## config.mk

```make
export PLATFORM = sky130hd
export DESIGN_NAME = relogio_ctrl
export DESIGN_NICKNAME = d
export VERILOG_FILES = /design/src/rtl/relogio_ctrl.sv
export SDC_FILE = /design/constraint.sdc
export NUM_CORES = 1
export LEC_CHECK = 0
export CAP_MARGIN = 20
export CORE_UTILIZATION = 52
export CTS_BUF_LIST = sky130_fd_sc_hd__clkbuf_2
export CTS_CLUSTER_SIZE = 16
export DETAILED_ROUTE_END_ITERATION = 16
export HOLD_SLACK_MARGIN = 0.08
export PLACE_DENSITY = 0.87
export SLEW_MARGIN = 15
export SYNTH_ARGS = -nofsm -noshare
export SYNTH_HDL_FRONTEND = slang
export SYNTH_SLANG_ARGS = --single-unit
export TNS_END_PERCENT = 1
```

## constraint.sdc

```tcl
create_clock -name clk_i -period 2.27 [get_ports clk_i]
set_input_delay 0.454 -clock clk_i [delete_from_list [all_inputs] [get_ports clk_i]]
set_output_delay 0.454 -clock clk_i [all_outputs]
set_load 0.1 [all_outputs]
```

## src/rtl/relogio_ctrl.sv

```systemverilog
// relogio_ctrl: run/set mode FSM for the clock, routing of hour/minute increment pulses,
// inactivity timeout back to RUN and digit blink control.
module relogio_ctrl #(
    parameter int unsigned TIMEOUT_TICKS = 10,
    parameter int unsigned TO_W          = 4
) (
    input  logic       clk_i,
    input  logic       rst_i,
    input  logic       tick_i,
    input  logic       btn_mode_i,
    input  logic       btn_inc_i,
    input  logic       carry_min_i,
    output logic [1:0] mode_o,
    output logic       run_o,
    output logic       inc_min_o,
    output logic       inc_hora_o,
    output logic       clr_seg_o,
    output logic       blink_o
);

    typedef enum logic [1:0] {
        StRun     = 2'b00,
        StSetHora = 2'b01,
        StSetMin  = 2'b10
    } state_e;

    state_e            state_q, state_d;
    logic              mode_prev_q, inc_prev_q;
    logic [TO_W-1:0]   to_cnt_q, to_cnt_d;
    logic              run_q, run_d;
    logic              inc_min_q, inc_min_d;
    logic              inc_hora_q, inc_hora_d;
    logic              clr_seg_q, clr_seg_d;
    logic              blink_q, blink_d;

    logic mode_edge, inc_edge, in_set, timeout, entering;

    assign mode_edge = btn_mode_i & ~mode_prev_q;
    assign inc_edge  = btn_inc_i & ~inc_prev_q;
    assign in_set    = (state_q == StSetHora) || (state_q == StSetMin);
    // A button edge on the final tick keeps the set mode alive.
    assign timeout   = in_set && tick_i && !mode_edge && !inc_edge &&
                       (to_cnt_q == TO_W'(TIMEOUT_TICKS - 1));

    always_comb begin
        state_d = state_q;
        unique case (state_q)
            StRun:     if (mode_edge) state_d = StSetHora;
            StSetHora: begin
                if (mode_edge)    state_d = StSetMin;
                else if (timeout) state_d = StRun;
            end
            StSetMin:  if (mode_edge || timeout) state_d = StRun;
            default:   state_d = StRun;
        endcase
    end

    assign entering = (state_d != state_q);

    always_comb begin
        run_d      = (state_d == StRun);
        clr_seg_d  = (state_d == StRun) && (state_q != StRun);
        inc_hora_d = ((state_q == StRun) && carry_min_i) ||
                     ((state_q == StSetHora) && inc_edge);
        inc_min_d  = (state_q == StSetMin) && inc_edge;

        to_cnt_d = to_cnt_q;
        if (state_d == StRun || entering || mode_edge || inc_edge) begin
            to_cnt_d = '0;
        end else if (tick_i) begin
            to_cnt_d = to_cnt_q + TO_W'(1);
        end

        blink_d = blink_q;
        if (state_d == StRun) begin
            blink_d = 1'b0;
        end else if (entering || inc_edge) begin
            blink_d = 1'b1;
        end else if (tick_i) begin
            blink_d = ~blink_q;
        end
    end

    always_ff @(posedge clk_i or posedge rst_i) begin
        if (rst_i) begin
            state_q     <= StRun;
            mode_prev_q <= 1'b1;
            inc_prev_q  <= 1'b1;
            to_cnt_q    <= '0;
            run_q       <= 1'b1;
            inc_min_q   <= 1'b0;
            inc_hora_q  <= 1'b0;
            clr_seg_q   <= 1'b0;
            blink_q     <= 1'b0;
        end else begin
            state_q     <= state_d;
            mode_prev_q <= btn_mode_i;
            inc_prev_q  <= btn_inc_i;
            to_cnt_q    <= to_cnt_d;
            run_q       <= run_d;
            inc_min_q   <= inc_min_d;
            inc_hora_q  <= inc_hora_d;
            clr_seg_q   <= clr_seg_d;
            blink_q     <= blink_d;
        end
    end

    assign mode_o     = state_q;
    assign run_o      = run_q;
    assign inc_min_o  = inc_min_q;
    assign inc_hora_o = inc_hora_q;
    assign clr_seg_o  = clr_seg_q;
    assign blink_o    = blink_q;

endmodule
```

==> results_dict.tcl, run 1 <==
set metrics [dict create \
    status "completed" \
    maxSlewViolCount 0 \
    cts_sinks 13 \
    p_seq_share_pct 30.9 \
    wl_per_cell_um 14.5 \
    grt_pass1_wl_um 2260 \
    end_kind "flop" \
    io_pins 13 \
    critPathMaxFanout 9 \
    drtIter0Drc 13 \
    ys_ff_latch 13 \
    fin_util_pct 70.8 \
    cts_tree "done" \
    rsz0062_at_grt "false" \
    die_area_mm2 0.00149 \
    final_nets 94 \
    syn_area_um2 696 \
    drtAntennaViolNets 0 \
    gp_congestion 0.857 \
    synthCells 66 \
    setup_viol_count_final 0 \
    tightest_slew_ps 482 \
    ys_seq_area_share_pct 47.3 \
    hold_buffers 0 \
    clkSlewWorstSetupHoldPaths_ps 130 \
    min_period_ps 1890 \
    synth_top_flop_cell "dfrtp_1" \
    syn2layout_area_growth_pct 19.2 \
    cp_cell_sequence "inv_1, ha_1, nor3_1, or2_1, a221o_1, nor2b_1" \
    cts-root-buf "clkbuf_2" \
    cts_buffer_depth 2 \
    clkPwrFrac_pct 10.8 \
    slew_headroom_pct 67.8 \
    hold_class "input pin to asynchronous set/reset pin" \
    p_sw_share_pct 55.0 \
    dr.pass1.iters 4 \
    grt_pass1_vias 506 \
    grt_max_degree 14 \
    finalClockSkew_ps 12.0 \
    ff_latch_area_um2 332 \
    routed_wl_um 1380 \
    cp.required_ps 2430 \
    synth-edff-count 0 \
    via_count 539 \
    cts.htree.levels 1 \
    leakage_nw 0.385 \
    postCtsResizedCells 0 \
    worst_setup_path_start_kind "flop" \
    final_hold_viol_count 0 \
    initial_core_util_pct 59.4 \
    diodes 0 \
    place_area_um2 810 \
    crit_type "flop to flop" \
    ys.warnings.count 0 \
    cellPowerDensity_mw_per_mm2 1350 \
    grt.overflow.total 0 \
    core_area_mm2 0.00117 \
    ys_async_sr_fraction_pct 100 \
    cts_setup_buffers 0 \
    fin_crit_sh_pct 83.1 \
    post-dp-hpwl_um 912 \
    rows 12 \
    setup_tns_ps 0 \
    final_layout_size_suffix_gt1_share_pct 24.7 \
    cts_buffers 3 \
    yosysUniqueCellTypes 29 \
    vdd_drop_max_v 0.000665 \
    die_w_um 38.6 \
    worstSkewPairLatency_ps 280 \
    grt_usage_pct 23.6 \
    drcViolationCount 0 \
    slowest_delay_ps 490 \
    p_sw_uw 616 \
    final_cell_mix "nor2_1 (8), dfrtp_1 (8), buf_4 (8)" \
    arrival_ps 2040 \
    p_int_uw 505 \
    syn-num-nets 78 \
    multiInputGateArea_um2 335 \
    cp_slowest_cell "dfrtp_2" \
    power_frac_comb_pct 58.3 \
    drv_cap 0 \
    antenna_found_initial 0 \
    io_buffers 12 \
    design_area_um2 830 \
    synth.avg_cell_area_um2 10.5 \
    die_y_um 38.6 \
    fmax_ghz 0.530 \
    fill_cells 90 \
    vias_per_cell 5.67 \
]
-- synthesized netlist by cell type, types with 2 or more instances --
cell / instances / area share, %
dfrtp_1: 10 / 36
nor2_1: 8 / 4.3
ha_1: 6 / 11
inv_1: 4 / 2.2
nand2_1: 4 / 2.2
a21oi_1: 3 / 2.2
dfstp_2: 3 / 11
o21ai_0: 3 / 2.2
xor2_1: 3 / 3.8
nor2b_1: 2 / 1.8
o211ai_1: 2 / 2.2
-- cell type report --
| class | instances | share of cell area [%] |
|---|---|---|
| clock buffers | 4 | 2.41 |
| repair buffers | 13 | 13.3 |
| well taps | 14 | 2.11 |
| inverters | 4 | 1.81 |
| flip-flops and latches | 13 | 40.0 |
| multi-input cells | 47 | 40.4 |
-- path summary, 6_finish.rpt --
kind / depth (start not counted) / slack (ps) / end / startpoint
max: 6 / 380 / clr_seg_o / mode_o[0]
min: 2 / 480 / inc_hora_o / rst_i
max reg2reg: 6 / 380 / clr_seg_o / mode_o[0]
min reg2reg: 2 / 620 / to_cnt_q[3] / to_cnt_q[3]
max in group asynchronous: 2 / 1440 / mode_o[1] / rst_i
min in group clk_i: 1 / 590 / inc_prev_q / btn_inc_i
-- power by group through the flow --
stage                     registers (mW)  clock network [mW]  logic (mW)
after CTS                          0.347               0.122       0.647
after floorplan                    0.657                   0       0.205
final                              0.347               0.121       0.653
after detailed placement           0.349                   0       0.646
after global routing               0.356               0.134       0.687
after global placement             0.348                   0       0.636
-- cell families after synthesis --
kind of cell	share of synthesized area [%]
AND/OR/NAND/NOR	18.7
buffers and inverters	4.49
XOR/XNOR	5.04
flip-flops	47.3
adder cells (fa/ha/maj)	10.8
AO/OA/AOI/OAI	13.7
-- layer usage --
layer  vias up  track usage (%)  share of wire [%]
met5         -                0                  0
met4         0             19.8                4.9
met3         6             3.47                6.8
met2        28             35.0                 47
met1       248             29.9                 41
li1        257                -                  -
-- metrics by stage --
| step | setup WS (ps) | hold slack [ps] | total power [mW] | instances |
|---|---|---|---|---|
| floorplan | 156 | 329 | 0.862 | 66 |
| global placement | 344 | 574 | 0.984 | 91 |
| detailed placement | 333 | 587 | 0.994 | 91 |
| CTS | 429 | 504 | 1.12 | 95 |
| global route | 325 | 534 | 1.18 | 95 |
| finish | 384 | 478 | 1.12 | 95 |
-- worst max-delay path, delay by kind of cell, from the launching register on --
family	cells	cell delay, ps
AO/OA/AOI/OAI	1	310
adder cells (fa/ha/maj)	1	350
flip-flops	1	490
buffers and inverters	1	120
AND/OR/NAND/NOR	3	490
-- registers in the layout (all words and copies together) (netlist names) --
register and count:
blink_o 1, to_cnt_q 4, inc_hora_o 1, mode_o 2
inc_min_o 1, clr_seg_o 1, run_o 1, inc_prev_q 1
mode_prev_q 1
No activity file was read; power rests on OpenSTA's default activity.
==> run 2, diff against run 1 <==
==> constraint.sdc (replaced) <==
create_clock -name clk_i -period 1.8 [get_ports clk_i]
set_input_delay 0.36 -clock clk_i [delete_from_list [all_inputs] [get_ports clk_i]]
set_output_delay 0.36 -clock clk_i [all_outputs]
set_load 0.1 [all_outputs]
==> run 2 against run 1 <==
  * Setup slack worse by 330 ps
  * Routed wire length rose by 6.8%
  * Sequential power increased by 34%
  * Via count grew 9.8%
  * Cell count grew 7.4%
  * Clock skew decreased by 9.5 ps
  * Largest power group unchanged
  * Highest routed layer unchanged
==> results_dict.tcl, run 2 (synthesized netlist as in run 1, its figures left out) <==
set metrics [dict create \
    status "completed" \
    via_count 592 \
    grt_max_degree 14 \
    min_period_ps 1750 \
    grt.overflow.total 0 \
    diodes 0 \
    fill_cells 61 \
    cts.htree.levels 1 \
    grt_usage_pct 23.2 \
    fin_crit_sh_pct 97.0 \
    slowest_delay_ps 530 \
    final_layout_size_suffix_gt1_share_pct 34.1 \
    final_cell_mix "nor2_1 (8), dfrtp_1 (8), buf_12 (8)" \
    leakage_nw 0.453 \
    cp.required_ps 2020 \
    cts_buffer_depth 2 \
    die_area_mm2 0.00149 \
    io_pins 13 \
    vdd_drop_max_v 0.00121 \
    cp_cell_sequence "buf_4, ha_1, nor3_1, or2_1, a221o_1, nor2b_1" \
    dpl_worst_slack_ps -92.3 \
    tightest_slew_ps 475 \
    cts-root-buf "clkbuf_2" \
    drtAntennaViolNets 0 \
    fin_util_pct 85.8 \
    initial_core_util_pct 59.4 \
    setup_viol_count_final 0 \
    wl_per_cell_um 14.4 \
    crit_type "flop to flop" \
    cts_sinks 13 \
    core_area_mm2 0.00117 \
    finalClockSkew_ps 2.57 \
    worstSkewPairLatency_ps 280 \
    largest_register_ffs 4 \
    io_buffers 12 \
    rows 12 \
    maxSlewViolCount 0 \
    cp_slowest_cell "dfrtp_4" \
    worst_setup_path_start_kind "flop" \
    drtIter0Drc 19 \
    critPathMaxFanout 6 \
    largest_register "to_cnt_q" \
    syn2layout_area_growth_pct 44.4 \
    cts_buffers 3 \
    gp_congestion 0.825 \
    fmax_ghz 0.573 \
    final_hold_viol_count 0 \
    vias_per_cell 5.80 \
    grt_pass1_wl_um 2260 \
    cellPowerDensity_mw_per_mm2 1740 \
    die_y_um 38.6 \
    routed_wl_um 1470 \
    cts_tree "done" \
    postCtsResizedCells 0 \
    final_nets 101 \
    slew_headroom_pct 68.3 \
    die_w_um 38.6 \
    clkSlewWorstSetupHoldPaths_ps 120 \
    drv_cap 0 \
    end_kind "flop" \
    hold_class "input pin to asynchronous set/reset pin" \
    arrival_ps 1970 \
    dr.pass1.iters 4 \
    drcViolationCount 0 \
    antenna_found_initial 0 \
    setup_slack_ps 54.9 \
    grt_pass1_vias 540 \
]
## run 2: cell types whose count changed in the layout (fill, tap and decap cells not counted), sizes merged
cell	delta
buf	+7
## run 2: layout make-up
class | instances | area, um^2 | area share, %
multi-input combinational | 47 | 348 | 34.6
clock buffer | 4 | 20.0 | 1.99
tap | 14 | 17.5 | 1.74
timing repair buffer | 20 | 263 | 26.2
sequential | 13 | 337 | 33.5
inverter | 4 | 20.0 | 1.99
## run 2: path summary, 6_finish.rpt
kind / start / endpoint / slack, ps / depth (start not counted)
setup / recovery: mode_o[1] / clr_seg_o / 50 / 6
hold / removal: rst_i / mode_o[1] / 380 / 2
setup reg to reg: mode_o[1] / clr_seg_o / 50 / 6
hold reg to reg: to_cnt_q[1] / to_cnt_q[1] / 630 / 2
max in group asynchronous: rst_i / mode_o[0] / 1070 / 2
min in group clk_i: btn_inc_i / inc_prev_q / 500 / 1
## run 2: worst max-delay path, delay by kind of cell (launching register included)
kind / cells / cell delay (ps)
flops: 1 / 530
fa+ha+maj: 1 / 200
buf+inv: 1 / 170
simple gates: 3 / 620
compound gates: 1 / 180
## run 2: stage by stage
| step | instance area, um^2 | cells | hold WS (ps) | TNS [ps] | power (mW) |
|---|---|---|---|---|---|
| floorplan | 727 | 66 | 235 | -81.2 | 1.15 |
| global placement | 942 | 94 | 585 | -122 | 1.48 |
| detailed placement | 942 | 94 | 597 | -336 | 1.50 |
| CTS | 962 | 98 | 389 | 0 | 1.65 |
| global route | 1000 | 102 | 398 | -9.66 | 1.83 |
| finish | 1000 | 102 | 375 | 0 | 1.75 |
## run 2: repair_timing
item,in CTS,in global routing
endpoints found under the hold margin,0,0
hold buffers,0,0
endpoints found under the setup margin,0,3
buffers inserted,0,4
## run 2: report_power, final
part | total, mW | internal, mW | switching (mW)
Sequential | 0.465 | 0.379 | 0.0855
Combinational | 1.13 | 0.451 | 0.676
Clock | 0.158 | 0.0589 | 0.0989
Total | 1.75 | 0.889 | 0.860
## run 2: metal layers
| layer | vias to the layer above | share of wire [%] | global-route usage [%] |
|---|---|---|---|
| met5 | - | 0 | 0 |
| met4 | 0 | 2.5 | 16.4 |
| met3 | 5 | 5.8 | 5.78 |
| met2 | 32 | 48 | 35.0 |
| met1 | 284 | 43 | 28.6 |
| li1 | 271 | - | - |
==> run 3, diff against run 2 <==
--- a/config.mk
+++ b/config.mk
@@ -5,6 +5,7 @@
 export SDC_FILE = /design/constraint.sdc
 export NUM_CORES = 1
 export LEC_CHECK = 0
+export ABC_CLOCK_PERIOD_IN_PS = 1800
 export CAP_MARGIN = 20
 export CORE_UTILIZATION = 52
 export CTS_BUF_LIST = sky130_fd_sc_hd__clkbuf_2
==> results of run 3 <==
The final DEF is identical to that of run 2; final timing and power are the same.
